## src/rtl/ir_call_stack.sv

```systemverilog
// Instruction register with BSR/RET decode and a hardware return-address stack.
// Every output is registered and updates together with IR_code on the load edge.
module ir_call_stack #(
  parameter int                IW       = 22,
  parameter int                AW       = 10,
  parameter int                OPW      = 12,
  parameter logic [OPW-1:0]    BSR_OP   = 12'b011100000000,
  parameter logic [IW-1:0]     RET_CODE = 22'b0000011000000000000000,
  parameter int                DEPTH    = 8,
  localparam int               SW       = $clog2(DEPTH + 1)
) (
  input  logic          CLK,
  input  logic          RESET_N,
  input  logic          HOLD,
  input  logic [IW-1:0] PR_code,
  input  logic [AW-1:0] pc,
  input  logic          clr_err,
  output logic [IW-1:0] IR_code,
  output logic          bsr_det,
  output logic          ret_det,
  output logic [AW-1:0] relative_jump,
  output logic [AW-1:0] target_pc,
  output logic [AW-1:0] ret_pc,
  output logic [SW-1:0] stack_depth,
  output logic          overflow,
  output logic          underflow
);

  localparam int AIW = (DEPTH > 1) ? $clog2(DEPTH) : 1;

  logic [IW-1:0] ir_q, ir_d;
  logic          bsr_q, bsr_d, ret_q, ret_d;
  logic [AW-1:0] rel_q, rel_d, tgt_q, tgt_d, retpc_q, retpc_d;
  logic [SW-1:0] ptr_q, ptr_d;
  logic          ovf_q, ovf_d, unf_q, unf_d;
  logic [AW-1:0] stack_q [DEPTH];

  logic          is_ret, is_bsr, full, empty, push_en, ovf_set, unf_set;
  logic [AW-1:0] pc_inc;
  logic [SW-1:0] ptr_dec;
  logic [AIW-1:0] wr_idx, rd_idx;

  assign is_ret  = (PR_code == RET_CODE);
  assign is_bsr  = (PR_code[IW-1:IW-OPW] == BSR_OP) && !is_ret;
  assign full    = (ptr_q == SW'(DEPTH));
  assign empty   = (ptr_q == '0);
  assign pc_inc  = pc + AW'(1);
  assign ptr_dec = ptr_q - SW'(1);
  assign wr_idx  = ptr_q[AIW-1:0];
  assign rd_idx  = ptr_dec[AIW-1:0];

  always_comb begin
    ir_d     = ir_q;
    bsr_d    = bsr_q;
    ret_d    = ret_q;
    rel_d    = rel_q;
    tgt_d    = tgt_q;
    retpc_d  = retpc_q;
    ptr_d    = ptr_q;
    push_en  = 1'b0;
    ovf_set  = 1'b0;
    unf_set  = 1'b0;
    if (!HOLD) begin
      ir_d  = PR_code;
      bsr_d = is_bsr;
      ret_d = is_ret;
      if (is_bsr) begin
        rel_d = PR_code[AW-1:0];
        // Offset is AW bits wide, so sign extension is a no-op modulo 2^AW.
        tgt_d = pc_inc + PR_code[AW-1:0];
        if (full) begin
          ovf_set = 1'b1;
        end else begin
          push_en = 1'b1;
          ptr_d   = ptr_q + SW'(1);
        end
      end else if (is_ret) begin
        if (empty) begin
          retpc_d = '0;
          unf_set = 1'b1;
        end else begin
          retpc_d = stack_q[rd_idx];
          ptr_d   = ptr_dec;
        end
      end
    end
    // A new error on the same edge as clr_err wins over the clear.
    ovf_d = (ovf_q & ~clr_err) | ovf_set;
    unf_d = (unf_q & ~clr_err) | unf_set;
  end

  always_ff @(posedge CLK or negedge RESET_N) begin
    if (!RESET_N) begin
      ir_q    <= '0;
      bsr_q   <= 1'b0;
      ret_q   <= 1'b0;
      rel_q   <= '0;
      tgt_q   <= '0;
      retpc_q <= '0;
      ptr_q   <= '0;
      ovf_q   <= 1'b0;
      unf_q   <= 1'b0;
    end else begin
      ir_q    <= ir_d;
      bsr_q   <= bsr_d;
      ret_q   <= ret_d;
      rel_q   <= rel_d;
      tgt_q   <= tgt_d;
      retpc_q <= retpc_d;
      ptr_q   <= ptr_d;
      ovf_q   <= ovf_d;
      unf_q   <= unf_d;
    end
  end

  // Entries above the pointer are don't-care, so the storage needs no reset.
  always_ff @(posedge CLK) begin
    if (push_en) begin
      stack_q[wr_idx] <= pc_inc;
    end
  end

  assign IR_code       = ir_q;
  assign bsr_det       = bsr_q;
  assign ret_det       = ret_q;
  assign relative_jump = rel_q;
  assign target_pc     = tgt_q;
  assign ret_pc        = retpc_q;
  assign stack_depth   = ptr_q;
  assign overflow      = ovf_q;
  assign underflow     = unf_q;

endmodule

```

## config.mk

```make
export PLATFORM = sky130hd
export DESIGN_NAME = ir_call_stack
export DESIGN_NICKNAME = d
export VERILOG_FILES = /design/src/rtl/ir_call_stack.sv
export SDC_FILE = /design/constraint.sdc
export NUM_CORES = 1
export LEC_CHECK = 0
export ABC_AREA = 0
export CELL_PAD_IN_SITES_DETAIL_PLACEMENT = 0
export CELL_PAD_IN_SITES_GLOBAL_PLACEMENT = 2
export CORE_AREA = 2 2 126 128
export DETAILED_ROUTE_END_ITERATION = 6
export DIE_AREA = 0 0 128 130
export HOLD_SLACK_MARGIN = 0.15
export PLACE_DENSITY_LB_ADDON = 0.1
export SYNTH_ARGS = -nofsm -noshare
export SYNTH_HDL_FRONTEND = slang
export SYNTH_SLANG_ARGS = --single-unit
```

## constraint.sdc

```tcl
create_clock -name CLK -period 7.25 [get_ports CLK]
set_input_delay 1.8125 -clock CLK [delete_from_list [all_inputs] [get_ports CLK]]
set_output_delay 1.8125 -clock CLK [all_outputs]
set_load 0.01 [all_outputs]
```

==> results.json, run 1 <==
{
  "avgSynthCellArea_um2": 14.53,
  "seq_power_share": 0.468,
  "crit_type": "in -> reg",
  "fillCellCount": 1337,
  "min-delay-path-class": "reg -> reg",
  "gp_congestion": 0.7708,
  "die_x_um": 128,
  "fmax_ghz": 0.2142,
  "switching_share": 0.2238,
  "crit_arrival_ns": 4.69,
  "grt_pass1_wl_um": 23160,
  "static-leakage-power_nw": 3.073,
  "outcome": "finished clean",
  "tritoncts": "yes",
  "area_growth_pct": 28.76,
  "ys_async_sr_fraction": 0.4286,
  "clockPowerShare": 0.456,
  "grt_max_degree": 61,
  "slew_headroom": 0.1577,
  "via_count": 3815,
  "track_usage": 0.1873,
  "hold_buffers": 0,
  "ys_warn_count": 0,
  "antenna_found_initial": 0,
  "syn_nets": 472,
  "routed_wl_um": 14350,
  "clkSlewWorstSetupHoldPaths_ns": 0.06,
  "diodes": 0,
  "htreeDepth": 4,
  "clkLatencyLatePin_ns": 0.41,
  "ys_seq_elements": 140,
  "finalSetupViolations": 0,
  "post-route-period-util": 0.6439,
  "io_buffers": 95,
  "min_period_ns": 4.669,
  "dp_cells": 700,
  "slowest_delay_ns": 0.98,
  "synth_ff_type": "edfxtp_1",
  "fin_tns_setup_ns": 0,
  "ir_drop_mv": 0.1469,
  "cts_buffers": 17,
  "cp_max_fo": 19,
  "drtAntennaViolNets": 0,
  "drv_cap": 0,
  "fp.dieH_um": 130,
  "grt_pass1_vias": 4180,
  "grt_setup_unrepaired": "false",
  "final_nets": 577,
  "drive_gt1_frac": 0.1907,
  "drt-initial-drc-count": 196,
  "wl_per_cell_um": 19.61,
  "clock_sinks": 140,
  "netlist_instances": 422,
  "required_ns": 7.27,
  "hold_violations": 0,
  "postLayoutCellArea_mm2": 0.007898,
  "initial_core_util": 0.3976,
  "combPwrFrac": 0.076,
  "core_mm2": 0.01542,
  "cp_slowest_cell": "nor2_1",
  "cts-root-buf": "clkbuf_16",
  "path_cells": "clkdlybuf4s50_1 -> nor3_1 -> nand4b_1 -> nor2_2 -> buf_4 -> nand2_1 -> nor2_1",
  "gr-total-overflow": 0,
  "drt_first_pass_iters": 4,
  "netlist_area_mm2": 0.006133,
  "yosysTopAreaCellShare": 0.3917,
  "ys_seq_area_frac": 0.6365,
  "synth_largest_area_cell": "edfxtp_1",
  "io_pins": 96,
  "yosys-top-cells-count": "edfxtp_1, dfrtp_1, nand2_1",
  "power_density_mw_per_mm2": 234.3,
  "path_delay_family": "simple AND/OR/NAND/NOR gates",
  "clk_path_buf_depth": 2,
  "final_cells": 732,
  "finClkSkew_ns": 0.005109,
  "dp_hpwl_um": 9812,
  "p_sw_mw": 0.4142,
  "route.detailed.drc": 0,
  "drv_slew": 0,
  "die_area_mm2": 0.01664,
  "synth_edf_count": 80,
  "utilization": 0.5120,
  "worstMarginPinSlew_ns": 1.259,
  "synth.most_common_cell": "edfxtp_1",
  "critPathCaptureType": "flop",
  "place_area_mm2": 0.007315,
  "vias_per_cell": 5.212,
  "cp-start-kind": "primary input",
  "yosys.cell_types.count": 53,
  "crit_buf_inv": 2,
  "postCtsSetupBuffers": 0,
  "cts_resized": 0,
  "synth_area_leaders": "edfxtp_1, dfrtp_1, mux4_2",
  "internal_power_mw": 1.437,
  "rows": 46
}
## final cells by class
class                           instances  area, µm²  area share
Sequential cell                       140       3904      0.4943
Multi-Input combinational cell        258       2148      0.2720
Timing Repair Buffer                  103       1006      0.1274
Clock buffer                           18      429.2     0.05434
Tap cell                              192      240.2     0.03042
Clock inverter                         14      143.9     0.01822
Inverter                                7      26.28    0.003327
## metal layers
layer,part of all wire,track usage,up-vias,wire [µm]
li1,-,-,1784,-
met2,0.49,0.3029,95,7006
met4,0.016,0.06852,0,236
met3,0.063,0.06191,18,908
met1,0.43,0.2378,1918,6201
met5,0,0,-,0
## sequential cells by signal, indices dropped and copies added (netlist names)
signal         count
overflow           1
stack_q           80
ret_pc            10
IR_code           22
ret_det            1
stack_depth        4
bsr_det            1
relative_jump     10
target_pc         10
underflow          1
## power groups by stage
stage / sequential [mW] / clock (mW) / combinational, mW
6_report: 0.866 / 0.844 / 0.141
3_3_place_gp: 0.881 / 0 / 0.141
2_1_floorplan: 0.888 / 0 / 0.0567
3_5_place_dp: 0.882 / 0 / 0.143
4_1_cts: 0.866 / 0.864 / 0.143
5_1_grt: 0.868 / 0.902 / 0.155
## placed cells by master (no fill, tap or decap), types with 3 or more instances in the layout
master	n
edfxtp_1	80
nor2b_1	3
mux2_2	32
mux2i_1	11
a21oi_1	9
mux4_2	20
buf_4	8
nand4_1	3
nand2_1	60
nor2_1	23
inv_6	3
o21ai_0	8
nor4_1	3
a21o_1	6
clkdlybuf4s50_1	94
clkbuf_16	17
ha_1	13
inv_1	7
xnor2_1	7
clkinv_2	5
nor3_1	7
dfrtp_1	60
xor2_1	6
nand3_1	4
## metrics by stage
| step | total power, mW | setup slack [ns] | hold slack (ns) |
|---|---|---|---|
| after CTS | 1.874 | 2.287 | 0.4794 |
| after detailed placement | 1.024 | 1.861 | 0.4654 |
| final | 1.851 | 2.581 | 0.4739 |
| after floorplan | 0.9444 | 2.987 | 0.5139 |
| after global placement | 1.023 | 1.989 | 0.4604 |
| after global routing | 1.924 | 2.300 | 0.5080 |
## worst min-delay path: stages, from the launching register on
cell     delay (ns)
dfrtp_1        0.34
nand2_1        0.05
nand3_1        0.05
## cell families (layout without fill, tap and decap cells)
kind of cell | Yosys count | in the layout | share of synthesized area
flip-flops | 140 | 140 | 0.6365
buffers and inverters | 24 | 142 | 0.01612
adder cells (fa/ha/maj) | 14 | 14 | 0.02978
AO/OA/AOI/OAI | 42 | 42 | 0.04733
multiplexers | 63 | 63 | 0.1501
XOR/XNOR | 15 | 15 | 0.02387
AND/OR/NAND/NOR | 124 | 124 | 0.09629
## worst paths after layout
path                                    end  slack (ns)  cells past startpoint            from
max                           stack_q[3][1]        2.58                      7     PR_code[11]
min                            target_pc[8]        0.47                      2    target_pc[8]
min in group asynchronous         ret_pc[2]        1.58                      2         RESET_N
max in group asynchronous  relative_jump[9]        5.12                      2         RESET_N
max reg2reg                   stack_q[3][1]        4.06                      8  stack_depth[0]
min reg2reg                    target_pc[8]        0.47                      2    target_pc[8]
No activity file was read; power rests on OpenSTA's default activity.
==> run 2, diff against run 1 <==
--- a/config.mk
+++ b/config.mk
@@ -8,9 +8,9 @@
 export ABC_AREA = 0
 export CELL_PAD_IN_SITES_DETAIL_PLACEMENT = 0
 export CELL_PAD_IN_SITES_GLOBAL_PLACEMENT = 2
-export CORE_AREA = 2 2 126 128
+export CORE_AREA = 2 2 138 140
 export DETAILED_ROUTE_END_ITERATION = 6
-export DIE_AREA = 0 0 128 130
+export DIE_AREA = 0 0 140 142
 export HOLD_SLACK_MARGIN = 0.15
 export PLACE_DENSITY_LB_ADDON = 0.1
 export SYNTH_ARGS = -nofsm -noshare
==> constraint.sdc (replaced) <==
create_clock -name CLK -period 3.89 [get_ports CLK]
set_input_delay 0.9725 -clock CLK [delete_from_list [all_inputs] [get_ports CLK]]
set_output_delay 0.9725 -clock CLK [all_outputs]
set_load 0.01 [all_outputs]
==> results.json, run 2 (same netlist as run 1, synthesis figures left out) <==
{
  "outcome": "finished clean",
  "via_count": 3901,
  "initial_core_util": 0.3323,
  "fmax_ghz": 0.2785,
  "critPathCaptureType": "flop",
  "wl_per_cell_um": 19.32,
  "min_period_ns": 3.591,
  "core_mm2": 0.01846,
  "combPwrFrac": 0.076,
  "power_density_mw_per_mm2": 438.2,
  "slowest_delay_ns": 0.61,
  "vias_per_cell": 4.919,
  "grt-busiest-layer": "met2",
  "finClkSkew_ns": 0.008971,
  "gp_congestion": 0.7567,
  "die_area_mm2": 0.01988,
  "hold_violations": 0,
  "clk_path_buf_depth": 2,
  "power_mw": 3.556,
  "clock_sinks": 140,
  "grt_pass1_wl_um": 24730,
  "route.detailed.drc": 0,
  "ff2ff_setup_slack_ns": 1.46,
  "cts_resized": 0,
  "cts-root-buf": "clkbuf_16",
  "cp_max_fo": 10,
  "p_sw_mw": 0.7891,
  "worstMarginPinSlew_ns": 1.094,
  "required_ns": 4.17,
  "final_nets": 596,
  "slew_headroom": 0.2710,
  "die_x_um": 140,
  "antenna_found_initial": 0,
  "grt_pass1_vias": 4289,
  "postCtsSetupBuffers": 0,
  "cp_slowest_cell": "xnor2_1",
  "largest_reg_flops": 80,
  "drtAntennaViolNets": 0,
  "htreeDepth": 4,
  "internal_power_mw": 2.767,
  "tritoncts": "yes",
  "clockPowerShare": 0.470,
  "switching_share": 0.2219,
  "drive_gt1_frac": 0.2129,
  "final_common_cell": "clkdlybuf4s50_1",
  "grt_util_met2": 0.2831,
  "seq_power_share": 0.454,
  "post-route-period-util": 0.9231,
  "whs_ns": 0.4778,
  "top_register": "stack_q",
  "fp.dieH_um": 142,
  "fillCellCount": 1683,
  "cts_buffers": 17,
  "met3_usage": 0.04610,
  "track_usage": 0.1660,
  "grtUsageMet1": 0.2080,
  "finalSetupViolations": 0,
  "static-leakage-power_nw": 3.185,
  "min-delay-path-class": "reg -> reg",
  "io_buffers": 95,
  "crit_type": "in -> reg",
  "cp-start-kind": "primary input",
  "drt_first_pass_iters": 4,
  "drv_slew": 0,
  "ir_drop_mv": 0.3053,
  "drv_cap": 0,
  "hold_buffers": 0,
  "clkSlewWorstSetupHoldPaths_ns": 0.06,
  "dp_hpwl_um": 10920,
  "final_cell_mix": "clkdlybuf4s50_1, edfxtp_1, dfrtp_1, nand2_1, mux2_2",
  "rows": 50,
  "diodes": 0,
  "io_pins": 96,
  "gr-total-overflow": 0,
  "area_growth_pct": 32.29,
  "routed_wl_um": 15320,
  "grt_max_degree": 42,
  "utilization": 0.4397,
  "drt-initial-drc-count": 183,
  "path_cells": "clkdlybuf4s50_1 -> nand4_1 -> or2_2 -> xnor2_1 -> ha_1 -> a21o_1 -> a21oi_1 -> a21boi_0 -> xor2_1 -> o21ai_0",
  "grt_setup_unrepaired": "false",
  "clkLatencyLatePin_ns": 0.41,
  "crit_arrival_ns": 3.87
}
==> run 2: cell count changes in the layout (fill, tap and decap cells not counted), sizes merged <==
cell,before,now
buf,9,28
clkinvlp,2,1
inv,10,8
clkbuf,18,19
bufinv,2,3
clkinv,7,8
==> run 2: final cells by class <==
class,count,area [µm²],area share
sequential,140,3904,0.4811
tap,234,292.8,0.03608
multi-input combinational,258,2131,0.2626
timing repair buffer,122,1149,0.1416
clock inverter,13,168.9,0.02082
inverter,7,26.28,0.003238
clock buffer,19,442.9,0.05459
==> run 2: path summary, 6_finish.rpt <==
path	to	cells past startpoint	start
worst max-delay path	target_pc[7]	10	pc[0]
worst min-delay path	relative_jump[4]	2	relative_jump[4]
worst max register to register	stack_q[0][7]	7	stack_depth[0]
worst min register to register	relative_jump[4]	2	relative_jump[4]
max in group asynchronous	relative_jump[0]	2	RESET_N
min in group asynchronous	ret_pc[1]	1	RESET_N
==> run 2: routing by layer <==
metal,vias to the layer above,part of all wire,wire length (µm)
met3,17,0.044,681
met1,1972,0.45,6851
met4,0,0.013,204
li1,1823,-,-
met2,89,0.49,7579
met5,-,0,0
==> run 2: worst max-delay path: cells and delay by family <==
kind | cells | cell delay, ns
AO/OA/AOI/OAI | 4 | 0.65
XOR/XNOR | 2 | 0.78
adder cells (fa/ha/maj) | 1 | 0.40
buffers and inverters | 1 | 0.53
AND/OR/NAND/NOR | 2 | 0.54
==> run 2: metrics by stage <==
stage	area, µm²	TNS, ns	instances	setup slack, ns
final	8114	0	793	0.2990
after global routing	8114	0	793	0.009522
after CTS	8114	0	793	0.2721
after detailed placement	7502	-0.2223	761	-0.1754
after global placement	7502	-0.03563	761	-0.03563
after floorplan	6133	0	422	0.4668
==> run 2: power groups by stage <==
stage | clock (mW) | combinational, mW | sequential [mW]
after global placement | 0 | 0.270 | 1.64
after detailed placement | 0 | 0.273 | 1.64
after global routing | 1.79 | 0.296 | 1.62
after floorplan | 0 | 0.106 | 1.65
final | 1.67 | 0.269 | 1.61
after CTS | 1.72 | 0.274 | 1.61
==> run 3, diff against run 2 <==
--- a/config.mk
+++ b/config.mk
@@ -13,6 +13,7 @@
 export DIE_AREA = 0 0 140 142
 export HOLD_SLACK_MARGIN = 0.15
 export PLACE_DENSITY_LB_ADDON = 0.1
+export SLEW_MARGIN = 20
 export SYNTH_ARGS = -nofsm -noshare
 export SYNTH_HDL_FRONTEND = slang
 export SYNTH_SLANG_ARGS = --single-unit
==> results.json, run 3 (same netlist as run 1, synthesis figures left out) <==
{
  "outcome": "finished clean",
  "rows": 50,
  "slew_headroom": 0.3755,
  "final_cell_mix": "clkdlybuf4s50_1, edfxtp_1, dfrtp_1, nand2_1, mux2_2",
  "final_common_cell": "clkdlybuf4s50_1",
  "final_nets": 596,
  "worstMarginPinSlew_ns": 0.9300,
  "reg2reg_to": "stack_q[0][7]",
  "min_period_ns": 3.591,
  "post-route-period-util": 0.9231,
  "path_cells": "clkdlybuf4s50_1 -> nand4_1 -> or2_2 -> xnor2_1 -> ha_1 -> a21o_1 -> a21oi_1 -> a21boi_0 -> xor2_1 -> o21ai_0",
  "htreeDepth": 4,
  "via_count": 3901,
  "finalSetupViolations": 0,
  "power_density_mw_per_mm2": 438.1,
  "grt_pass1_wl_um": 24730,
  "whs_path_depth": 2,
  "io_pins": 96,
  "grt_setup_unrepaired": "false",
  "cp-start-kind": "primary input",
  "die_x_um": 140,
  "fp.dieH_um": 142,
  "io_buffers": 95,
  "hold_violations": 0,
  "gp_congestion": 0.7567,
  "fillCellCount": 1683,
  "cts_resized": 0,
  "die_area_mm2": 0.01988,
  "switching_share": 0.2219,
  "dp_cells": 761,
  "drv_slew": 0,
  "track_usage": 0.1660,
  "grt_pass1_vias": 4289,
  "worstHoldStart": "relative_jump[4]",
  "place_area_mm2": 0.007502,
  "fmax_ghz": 0.2785,
  "drv_cap": 0,
  "postCtsSetupBuffers": 0,
  "p_sw_mw": 0.7891,
  "utilization": 0.4398,
  "clkLatencyLatePin_ns": 0.41,
  "crit_buf_inv": 1,
  "cp_slowest_cell": "xnor2_1",
  "routed_wl_um": 15320,
  "r2r_cells": 7,
  "clockPowerShare": 0.470,
  "critPathCaptureType": "flop",
  "register_area_mm2": 0.003904,
  "multi_input_area_mm2": 0.002131,
  "cts-root-buf": "clkbuf_16",
  "drt-initial-drc-count": 183,
  "route.detailed.drc": 0,
  "min-delay-path-class": "reg -> reg",
  "cp_max_fo": 10,
  "gr-total-overflow": 0,
  "combPwrFrac": 0.076,
  "dp_hpwl_um": 10920,
  "ff2ff_setup_slack_ns": 1.46,
  "clk_path_buf_depth": 2,
  "path_depth": 10,
  "top_register": "stack_q",
  "core_mm2": 0.01846,
  "antenna_found_initial": 0,
  "drt_first_pass_iters": 4,
  "drtAntennaViolNets": 0,
  "largest_reg_flops": 80,
  "path_delay_family": "XOR/XNOR gates",
  "min_to": "relative_jump[4]",
  "ir_drop_mv": 0.3053,
  "drive_gt1_frac": 0.2129,
  "grt_max_degree": 42,
  "whs_ns": 0.4778,
  "vias_per_cell": 4.919,
  "wl_per_cell_um": 19.32,
  "static-leakage-power_nw": 3.186,
  "clock_sinks": 140,
  "area_growth_pct": 32.33,
  "hold_buffers": 0,
  "internal_power_mw": 2.767,
  "clkSlewWorstSetupHoldPaths_ns": 0.06,
  "postLayoutCellArea_mm2": 0.008117,
  "crit_arrival_ns": 3.87,
  "initial_core_util": 0.3323,
  "power_mw": 3.556,
  "seq_power_share": 0.454,
  "cts_buffers": 17,
  "required_ns": 4.17,
  "final_cells": 793,
  "finClkSkew_ns": 0.008971,
  "slowest_delay_ns": 0.61,
  "worstReg2RegStart": "stack_depth[0]",
  "tritoncts": "yes",
  "crit_type": "in -> reg",
  "diodes": 0
}
[run 3: power by group through the flow]
stage,registers [mW],clock network [mW],logic (mW)
after global placement,1.64,0,0.270
after floorplan,1.65,0,0.106
after global routing,1.62,1.79,0.297
after CTS,1.61,1.72,0.274
final,1.61,1.67,0.269
after detailed placement,1.64,0,0.273
[run 3: per-stage QoR]
step | setup slack [ns] | setup TNS, ns
detailed placement | -0.1754 | -0.2223
CTS | 0.2721 | 0
global placement | -0.03563 | -0.03563
global route | 0.009522 | 0
floorplan | 0.4668 | 0
finish | 0.2990 | 0
[run 3: worst max-delay path by stage]
stage                      from            end  slack, ns
floorplan           PR_code[12]  stack_q[2][0]       0.47
global placement          pc[2]   target_pc[7]      -0.04
detailed placement        pc[0]   target_pc[7]      -0.18
CTS                       pc[0]   target_pc[7]       0.27
global route              pc[2]   target_pc[7]       0.01
finish                    pc[0]   target_pc[7]       0.30
[run 3: worst register-to-register path, stage by stage, from the launching register on]
cell and delay [ns]:
dfrtp_1 0.35, buf_4 0.24, inv_1 0.10, ha_1 0.23, nor2b_1 0.17, and2_1 0.25
nor2_1 0.13, and4_1 0.59
[run 3: layer usage]
layer / part of all wire / wire length, µm / GRT usage / up-vias
met2: 0.49 / 7580 / 0.2831 / 89
met4: 0.013 / 204 / 0.04944 / 0
met3: 0.044 / 681 / 0.04610 / 17
li1: - / - / - / 1823
met5: 0 / 0 / 0 / -
met1: 0.45 / 6851 / 0.2080 / 1972
[run 3: final cells by class]
class | count | share of cell area
sequential | 140 | 0.4810
multi-input combinational | 258 | 0.2625
timing repair buffer | 122 | 0.1418
clock buffer | 19 | 0.05457
tap | 234 | 0.03607
clock inverter | 13 | 0.02081
inverter | 7 | 0.003237
==> edit: new RTL, settings of run 3 <==
Take the reset off `ir_q` and load it in a clocked block of its own.
--- a/src/rtl/ir_call_stack.sv
+++ b/src/rtl/ir_call_stack.sv
@@ -91,7 +91,6 @@
 
   always_ff @(posedge CLK or negedge RESET_N) begin
     if (!RESET_N) begin
-      ir_q    <= '0;
       bsr_q   <= 1'b0;
       ret_q   <= 1'b0;
       rel_q   <= '0;
@@ -101,7 +100,6 @@
       ovf_q   <= 1'b0;
       unf_q   <= 1'b0;
     end else begin
-      ir_q    <= ir_d;
       bsr_q   <= bsr_d;
       ret_q   <= ret_d;
       rel_q   <= rel_d;
@@ -111,6 +109,10 @@
       ovf_q   <= ovf_d;
       unf_q   <= unf_d;
     end
+  end
+
+  always_ff @(posedge CLK) begin
+    ir_q <= ir_d;
   end
 
   // Entries above the pointer are don't-care, so the storage needs no reset.
Formal check against the unedited RTL: not equivalent (a bounded check fails within 4 cycles, from zero or initial values and one cycle with RESET_N low).
==> edit against run 3 <==
- the run now ends with DRC left
- fmax grew 14%
- non-clock buffer count shrank 2
- synthesized area shrank 2.8%
- largest cell class unchanged
- setup slack gained 0.43 ns
- power shrank 2.9%
- via count shrank 7.4%
- die area is the same
- design area shrank 2.7%
- highest routed layer unchanged
- wire length shrank 7.0%
- sequential cell count is the same
==> edit: results (changes against run 3) <==
| Metric | Value |
|---|---|
| # Post-CTS Setup Buffers | `0 (unchanged)` |
| Detailed placer's ending HPWL | `10.0 mm (-8.1%)` |
| First-pass GRT wire length | `22.7 mm (-8.4%)` |
| Synth warn | `0 (unchanged)` |
| Per-cell routed wire length | `18.8 µm (-2.8%)` |
| Dpl cell area | `7320 µm² (-2.4%)` |
| Antenna Diode Count | `0 (unchanged)` |
| Filler cells | `1,674 (-0.53%)` |
| LEAKAGE | `0.00298 µW (-6.5%)` |
| Worst path max stage delay | `0.54 ns (-0.07 ns)` |
| Post-synthesis sequential area ratio | `67.4% (+3.7 points)` |
| Crit-path slowest cell | `clkdlybuf4s50_1` |
| IO buf count | `95 (unchanged)` |
| Largest net degree at the start of global routing | `39 (-7.1%)` |
| Total negative setup slack | `0 ns (unchanged)` |
| Routability Congestion | `0.751 (-0.78%)` |
| Skew-Pair Late Insertion Delay | `about 0.42 ns` |
| Clock buffer count from CTS | `17 (unchanged)` |
| Critical path arrival | `3.52 ns (-0.35 ns)` |
| Hold Path Class | `reg -> reg` |
| Via/cell ratio | `4.76 (-3.3%)` |
| Root cell of the clock tree | `clkbuf_16` |
| Post-Route Skew | `0.00706 ns (-0.00191 ns)` |
| DR DRC count | `5 (+5)` |
| Vias in the first global route | `3,838 (-11%)` |
| CTS Hold Bufs | `0 (unchanged)` |
| Failing checks | `DRC` |
| Syn nets | `437 (-7.4%)` |
| Clk buf depth | `2 (unchanged)` |
| Synth top area cells | `edfxtp_1 51%, dfrtp_1 16%, mux4_2 7.6%, nand2_1 3.6%, ha_1 2.7%` |
| Async set-reset flop share out of synthesis | `27.1% (-16 points)` |
| Nets | `562 (-5.7%)` |
| Worst-path clk slew | `0.06 ns (about the same)` |
| Max reg flops | `80 (unchanged)` |
| Global-route usage over all layers | `15.5% (-1.1 points)` |
| P&R area growth vs syn | `32.6%` |
| First-pass DRT Iterations | `7 (+3)` |
| Crit path max fanout | `9 (-1)` |
| Yosys cell types | `45 (-15%)` |
| First DRT Iteration DRCs | `243 (+33%)` |
| Initial antenna violation count | `0 (unchanged)` |
| Layout cells sized above 1 | `17.5% (-3.8 points)` |
| Htree depth | `4 (unchanged)` |
| Hold Fails Final Rpt | `0 (unchanged)` |
| Largest Register | `stack_q` |
| Post-synth EDFFs | `102 (+28%)` |
| Synth cell count leaders | `102 x edfxtp_1, 57 x nand2_1, 38 x dfrtp_1` |
| Max-slew headroom | `33.6% (-3.9 points)` |
| Max rail drop VDD | `272 µV (-11%)` |
| Status | `finished with violations` |
| Post-CTS Resized | `0 (unchanged)` |
-- edit: changes by cell type after synthesis, sizes merged, moves of 3 or more --
| cell | change |
|---|---|
| nand2 | -3 |
| nand4 | +4 |
| nor2b | -3 |
| edfxtp | +22 |
| dfrtp | -22 |
| mux2 | -21 |
| nor2 | -3 |
| clkbuf | -3 |
| xor2 | +3 |
-- edit: worst max-delay path: cells and delay by family --
kind,cells,cell delay [ns]
buf+inv,2,0.70
fa+ha+maj,2,0.65
compound gates,5,1.17
-- edit: metal layers --
layer | part of all wire (%) | vias to the layer above | GRT usage, %
met5 | 0 | - | 0
met2 | 49 | 79 | 25.4
met1 | 46 | 1797 | 20.4
li1 | - | 1717 | -
met3 | 3.4 | 18 | 3.80
met4 | 1.3 | 0 | 5.42
-- edit: layout make-up --
cell class	instances	area share, %
Sequential cell	140	50.8
Multi-Input combinational cell	225	23.4
Timing Repair Buffer	120	14.3
Clock buffer	20	5.53
Tap cell	234	3.71
Clock inverter	12	1.79
Inverter	8	0.380
-- edit: logic make-up after synthesis --
kind of cell,after synthesis,share of synthesized area [%]
simple gates,116,9.43
mux,42,11.5
xor+xnor,18,3.02
compound gates,35,4.07
flops,140,67.4
fa+ha+maj,14,3.07
buf+inv,22,1.57
-- edit: power breakdown --
part           internal (µW)  switching, µW  leakage (µW)
logic                    114            125       0.00124
registers               1630           4.97       0.00146
clock network            951            627      0.000276
-- edit: path summary, 6_finish.rpt --
| check | from | end | slack [ns] | depth (start not counted) |
|---|---|---|---|---|
| setup / recovery | pc[0] | target_pc[8] | 0.73 | 9 |
| hold / removal | relative_jump[4] | relative_jump[4] | 0.47 | 2 |
| setup reg to reg | stack_depth[1] | ret_pc[8] | 1.19 | 7 |
| hold reg to reg | relative_jump[4] | relative_jump[4] | 0.47 | 2 |
| max in group asynchronous | RESET_N | target_pc[8] | 2.61 | 1 |
| min in group asynchronous | RESET_N | bsr_det | 0.69 | 1 |
-- edit: per-stage QoR --
step,hold WS (ns),cells,setup slack (ns)
after CTS,0.476,759,0.694
after global placement,0.460,727,0.376
after global routing,0.494,759,0.443
final,0.474,759,0.727
after detailed placement,0.461,727,0.243
after floorplan,0.511,387,0.680
